## src/rtl/reset_sequencer.sv

```systemverilog
// Staged reset-release controller: enables per-domain reset synchronizers in order 0..NUM_DOMAINS-1,
// waiting for each domain's ready and a programmable gap. `define RSTSEQ_TIMEOUT_EN adds a WAIT_RDY timeout.
module reset_sequencer #(
  parameter int NUM_DOMAINS    = 4,
  parameter int HOLD_CYCLES    = 8,
  parameter int DELAY_W        = 8,
  parameter int TIMEOUT_CYCLES = 256
) (
  input  logic                   clk,
  input  logic                   rst,
  input  logic                   sw_rst_req,
  input  logic [DELAY_W-1:0]     cfg_delay,
  input  logic [NUM_DOMAINS-1:0] domain_rdy,
  output logic [NUM_DOMAINS-1:0] rst_en,
  output logic                   seq_busy,
  output logic                   seq_done,
  output logic                   timeout_err
);

  localparam int CNT_MAX_A = (HOLD_CYCLES > (2 ** DELAY_W)) ? HOLD_CYCLES : (2 ** DELAY_W);
  localparam int CNT_MAX   = (CNT_MAX_A > TIMEOUT_CYCLES) ? CNT_MAX_A : TIMEOUT_CYCLES;
  localparam int CNT_W     = $clog2(CNT_MAX + 1);
  localparam int IDX_W     = (NUM_DOMAINS > 1) ? $clog2(NUM_DOMAINS) : 1;
  localparam logic [IDX_W-1:0] LAST_IDX = IDX_W'(NUM_DOMAINS - 1);

  typedef enum logic [2:0] {
    S_HOLD, S_RELEASE, S_WAIT_RDY, S_GAP, S_DONE, S_ERR
  } state_e;

  state_e                 state_q, state_d;
  logic [NUM_DOMAINS-1:0] rdy_meta_q, rdy_meta_d;
  logic [NUM_DOMAINS-1:0] rdy_s_q, rdy_s_d;
  logic [NUM_DOMAINS-1:0] rst_en_q, rst_en_d;
  logic [IDX_W-1:0]       idx_q, idx_d;
  logic [CNT_W-1:0]       cnt_q, cnt_d;
  logic [DELAY_W-1:0]     delay_q, delay_d;
  logic                   busy_q, busy_d;
  logic                   done_q, done_d;
`ifdef RSTSEQ_TIMEOUT_EN
  logic                   err_q, err_d;
`endif

  always_comb begin
    // NOTE: every _d starts from its held value, so no path through the case below can infer a latch.
    state_d    = state_q;
    rst_en_d   = rst_en_q;
    idx_d      = idx_q;
    cnt_d      = cnt_q;
    delay_d    = delay_q;
    busy_d     = busy_q;
    done_d     = done_q;
`ifdef RSTSEQ_TIMEOUT_EN
    err_d      = err_q;
`endif
    rdy_meta_d = domain_rdy;
    rdy_s_d    = rdy_meta_q;

    // A software restart beats every other transition, including a same-cycle ready.
    if (sw_rst_req) begin
      state_d  = S_HOLD;
      rst_en_d = '0;
      idx_d    = '0;
      cnt_d    = '0;
      busy_d   = 1'b1;
      done_d   = 1'b0;
`ifdef RSTSEQ_TIMEOUT_EN
      err_d    = 1'b0;
`endif
    end else begin
      unique case (state_q)
        S_HOLD: begin
          if (cnt_q == CNT_W'(HOLD_CYCLES - 1)) begin
            state_d = S_RELEASE;
            cnt_d   = '0;
          end else begin
            cnt_d = cnt_q + 1'b1;
          end
        end
        S_RELEASE: begin
          rst_en_d[idx_q] = 1'b1;
          cnt_d           = '0;
          state_d         = S_WAIT_RDY;
        end
        S_WAIT_RDY: begin
          if (rdy_s_q[idx_q]) begin
            if (idx_q == LAST_IDX) begin
              state_d  = S_DONE;
              rst_en_d = '1;
              busy_d   = 1'b0;
              done_d   = 1'b1;
            end else begin
              delay_d = cfg_delay;
              cnt_d   = '0;
              state_d = S_GAP;
            end
          end
`ifdef RSTSEQ_TIMEOUT_EN
          else if (cnt_q == CNT_W'(TIMEOUT_CYCLES - 1)) begin
            state_d = S_ERR;
            busy_d  = 1'b0;
            done_d  = 1'b0;
            err_d   = 1'b1;
          end else begin
            cnt_d = cnt_q + 1'b1;
          end
`endif
        end
        S_GAP: begin
          if (cnt_q >= CNT_W'(delay_q)) begin
            idx_d   = idx_q + 1'b1;
            state_d = S_RELEASE;
          end else begin
            cnt_d = cnt_q + 1'b1;
          end
        end
        S_DONE: begin
          rst_en_d = '1;
        end
        S_ERR: begin
          state_d = S_ERR;
        end
        default: begin
          state_d = S_HOLD;
        end
      endcase
    end
  end

  // NOTE: sequential state is written only with non-blocking assignments so every flop samples pre-edge values.
  always_ff @(posedge clk) begin
    if (rst) begin
      state_q    <= S_HOLD;
      rst_en_q   <= '0;
      idx_q      <= '0;
      cnt_q      <= '0;
      delay_q    <= '0;
      busy_q     <= 1'b1;
      done_q     <= 1'b0;
      rdy_meta_q <= '0;
      rdy_s_q    <= '0;
`ifdef RSTSEQ_TIMEOUT_EN
      err_q      <= 1'b0;
`endif
    end else begin
      state_q    <= state_d;
      rst_en_q   <= rst_en_d;
      idx_q      <= idx_d;
      cnt_q      <= cnt_d;
      delay_q    <= delay_d;
      busy_q     <= busy_d;
      done_q     <= done_d;
      rdy_meta_q <= rdy_meta_d;
      rdy_s_q    <= rdy_s_d;
`ifdef RSTSEQ_TIMEOUT_EN
      err_q      <= err_d;
`endif
    end
  end

  assign rst_en   = rst_en_q;
  assign seq_busy = busy_q;
  assign seq_done = done_q;
`ifdef RSTSEQ_TIMEOUT_EN
  assign timeout_err = err_q;
`else
  assign timeout_err = 1'b0;
`endif

endmodule

```

## config.mk

```make
export PLATFORM = sky130hd
export DESIGN_NAME = reset_sequencer
export DESIGN_NICKNAME = d
export VERILOG_FILES = /design/src/rtl/reset_sequencer.sv
export SDC_FILE = /design/constraint.sdc
export NUM_CORES = 1
export LEC_CHECK = 0
export BUFFER_PORTS_ARGS = -buffer_cell sky130_fd_sc_hd__buf_2
export CORE_MARGIN = 8
export CORE_UTILIZATION = 50
export DETAILED_ROUTE_END_ITERATION = 8
export PLACE_DENSITY = 0.7
export SLEW_MARGIN = 20
export SYNTH_ARGS = -nofsm -noshare
export SYNTH_HDL_FRONTEND = slang
export SYNTH_SLANG_ARGS = --single-unit
```

## constraint.sdc

```tcl
create_clock -name clk -period 5.4 [get_ports clk]
set_input_delay 0.54 -clock clk [delete_from_list [all_inputs] [get_ports clk]]
set_output_delay 0.54 -clock clk [all_outputs]
set_load 0.005 [all_outputs]
```

==> impl_metrics.py <==
metrics = {
    "run_status": {
        "status": "finished, final reports clean",
    },
    "setup_path": {
        "arrival_ns": 2.63,
        "cp-start-kind": "flip-flop",
        "endpoint_kind": "flip-flop",
        "cp_max_fo": 10,
        "cp_cell_sequence": "ha_1 -> a211oi_1 -> o211ai_1 -> a21oi_1 -> a311o_1 -> nand2_1 -> a32o_1",
        "required_ns": 5.65,
        "critical-path-top-delay-family": "compound AO/OA/AOI/OAI gates",
        "max_stage_delay_ns": 0.47,
        "criticalPathCategory": "reg -> reg",
        "r2r_slack_ns": 3.02,
        "critical_path_buf_inv_count": 0,
        "critical_path.slowest_cell": "a311o_1",
    },
    "die": {
        "boundaryPins": 22,
        "design.core.area_mm2": 0.00336,
        "fp.dieW_um": 75.3,
        "die_area_mm2": 0.00567,
        "row_count": 21,
        "initial_core_util": 0.523,
        "die_y_um": 75.3,
    },
    "synthesis": {
        "synth-compound-area-share": 0.145,
        "yosys_register_bits": 36,
        "yosys.area_share.simple": 0.228,
        "synth_warnings": 0,
        "synthMuxAreaShare": 0.0640,
        "syn_nets": 225,
        "synthDistinctLibCells": 39,
        "synth_top_family_by_area": "simple AND/OR/NAND/NOR gates",
        "ys_seq_area_frac": 0.410,
        "synthCells": 197,
        "syn-cell-area_mm2": 0.00176,
        "synth_xor_area_frac": 0.00498,
        "synth-edff-count": 0,
        "synthAdderAreaFrac": 0.0925,
        "syn_area_per_cell_um2": 8.93,
        "synthArstFlopShare": 0,
        "synth_flop_cell": "dfxtp_1",
    },
    "routing": {
        "viasPerCell": 5.50,
        "wirelength_mm": 3.29,
        "drc": 0,
        "drt_iter0_drc": 91,
        "drtAntennaViolNets": 0,
        "firstDrtPassIters": 4,
        "wl_per_cell_um": 12.6,
        "routed-via-count": 1442,
    },
    "clock_tree": {
        "root_buffer": "clkbuf_4",
        "post_cts_buffers": 0,
        "clkTransAtPathRegs_ns": 0.11,
        "cts_hold_buffers": 0,
        "clockBufferDepth": 2,
        "insertion_delay_ns": 0.34,
        "post_cts_resized": 0,
        "cts_tree": "yes",
        "htreeDepth": 2,
        "cts.sinks": 36,
        "cts_made_buffers": 5,
    },
    "placement": {
        "place_congestion": 0.846,
        "port_buffers": 20,
        "dp.final_hpwl_mm": 2.46,
    },
    "pwr": {
        "clockPowerShare": 0.345,
        "swShare": 0.222,
        "internal-power_w": 0.000341,
        "p_total_w": 0.000438,
        "pwr-share-seq": 0.616,
        "p_leak_nw": 0.805,
        "p_sw_w": 0.0000972,
        "powerDensity_mw_per_mm2": 227,
        "p_comb_frac": 0.039,
        "ir_drop_mv": 0.153,
    },
    "sta": {
        "hold_viol": 0,
        "fmax_ghz": 0.420,
        "setup-violations-final": 0,
        "tightest_slew_ns": 0.567,
        "fin_crit_sh": 0.440,
        "post-route-min-period_ns": 2.38,
        "clock_skew_ns": 0.00877,
        "slew_viol_final": 0,
        "relSlewSlack": 0.620,
        "fin_setup_tns_ns": 0,
        "grt_setup_unrepaired": "false",
    },
    "global_route": {
        "grt_use_met3": 0.0513,
        "grt_pass1_wl_mm": 5.73,
        "grt_max_degree": 19,
        "antenna_found_initial": 0,
        "grt_overflow": 0,
        "grt_use_total": 0.132,
        "first_global_vias": 1332,
        "gr-usage-met2": 0.205,
        "globalRoute.busiestLayer": "met2",
        "gr-usage-met1": 0.157,
    },
    "finish": {
        "area_growth_pct": 9.53,
        "nNetsFinal": 243,
        "drive_above_1_share": 0.148,
        "n_antenna_cell": 0,
        "nFillCells": 320,
    },
    "run": {
        "maxCapViolations": 0,
    },
    "hold_path": {
        "min_path_type": "in -> reg",
    },
}
## logic make-up (layout without fill, tap and decap cells)
kind of cell | Yosys count | count (layout)
compound gates | 38 | 38
xor+xnor | 1 | 1
fa+ha+maj | 13 | 13
buf+inv | 21 | 40
flops | 36 | 36
mux | 10 | 10
other cells | 1 | 1
simple gates | 77 | 77
## synth_stat cells (all sizes together), types with 5 or more instances
cell type  count  area (um2)
a211oi         5        37.5
a21oi         12        60.1
a311oi         5        43.8
buf            5        33.8
dfxtp         36         721
ha            13         163
inv           12        45.0
mux2i          9        90.1
nand2         17        63.8
nand3          9        45.0
nor2          25        93.8
nor2b         10        62.6
o21ai          7        35.0
## power groups by stage
stage | combinational (W) | clock (W) | sequential, W
finish | 0.0000170 | 0.000151 | 0.000270
global route | 0.0000194 | 0.000168 | 0.000271
CTS | 0.0000173 | 0.000155 | 0.000270
detailed placement | 0.0000172 | 0 | 0.000276
global placement | 0.0000163 | 0 | 0.000276
floorplan | 0.0000102 | 0 | 0.000276
## sequential cells by signal, summed over array words and instances (netlist names)
| signal | count |
|---|---|
| idx_q | 2 |
| state_q | 3 |
| rdy_meta_q | 4 |
| seq_done | 1 |
| delay_q | 8 |
| cnt_q | 9 |
| rdy_s_q | 4 |
| rst_en | 4 |
| seq_busy | 1 |
## final timing paths
| path | start | endpoint | depth (start not counted) |
|---|---|---|---|
| hold reg to reg | rdy_meta_q[0] | rdy_s_q[0] | 1 |
| setup / recovery | cnt_q[7] | cnt_q[3] | 7 |
| hold / removal | domain_rdy[0] | rdy_meta_q[0] | 2 |
| setup reg to reg | cnt_q[7] | cnt_q[3] | 7 |
## stage by stage
stage | utilization | cell area, um2 | hold slack, ns | setup slack (ns) | cells
3_3_place_gp | 0.555 | 1870 | 0.417 | 3.13 | 254
5_1_grt | 0.573 | 1930 | 0.399 | 2.82 | 262
2_1_floorplan | - | 1760 | 0.414 | 3.41 | 197
4_1_cts | 0.573 | 1930 | 0.393 | 3.03 | 262
6_report | 0.573 | 1930 | 0.400 | 3.02 | 262
3_5_place_dp | 0.555 | 1870 | 0.426 | 3.04 | 254
## per-layer routing
layer	routed length [um]	vias up
met2	1540	44
met1	1510	667
met3	190	6
met4	56	0
met5	0	-
li1	-	725
## layout make-up
class                      instances  area [um2]  area share
inverter                          12        45.0      0.0234
timing repair buffer              20         100      0.0519
sequential                        36         721       0.374
clock buffer                       8        58.8      0.0305
tap                               46        57.6      0.0299
multi-input combinational        140         945       0.490
## placed cells by master (no fill, tap or decap), types with 6 or more instances in the layout
cell / synthesis / routed
dfxtp_1: 36 / 36
nor2_1: 25 / 25
buf_2: 3 / 20
nand2_1: 17 / 17
ha_1: 13 / 13
inv_1: 12 / 12
a21oi_1: 12 / 12
nor2b_1: 10 / 10
nand3_1: 9 / 9
mux2i_1: 9 / 9
o21ai_0: 6 / 6
Power figures use the tool's default switching activity.
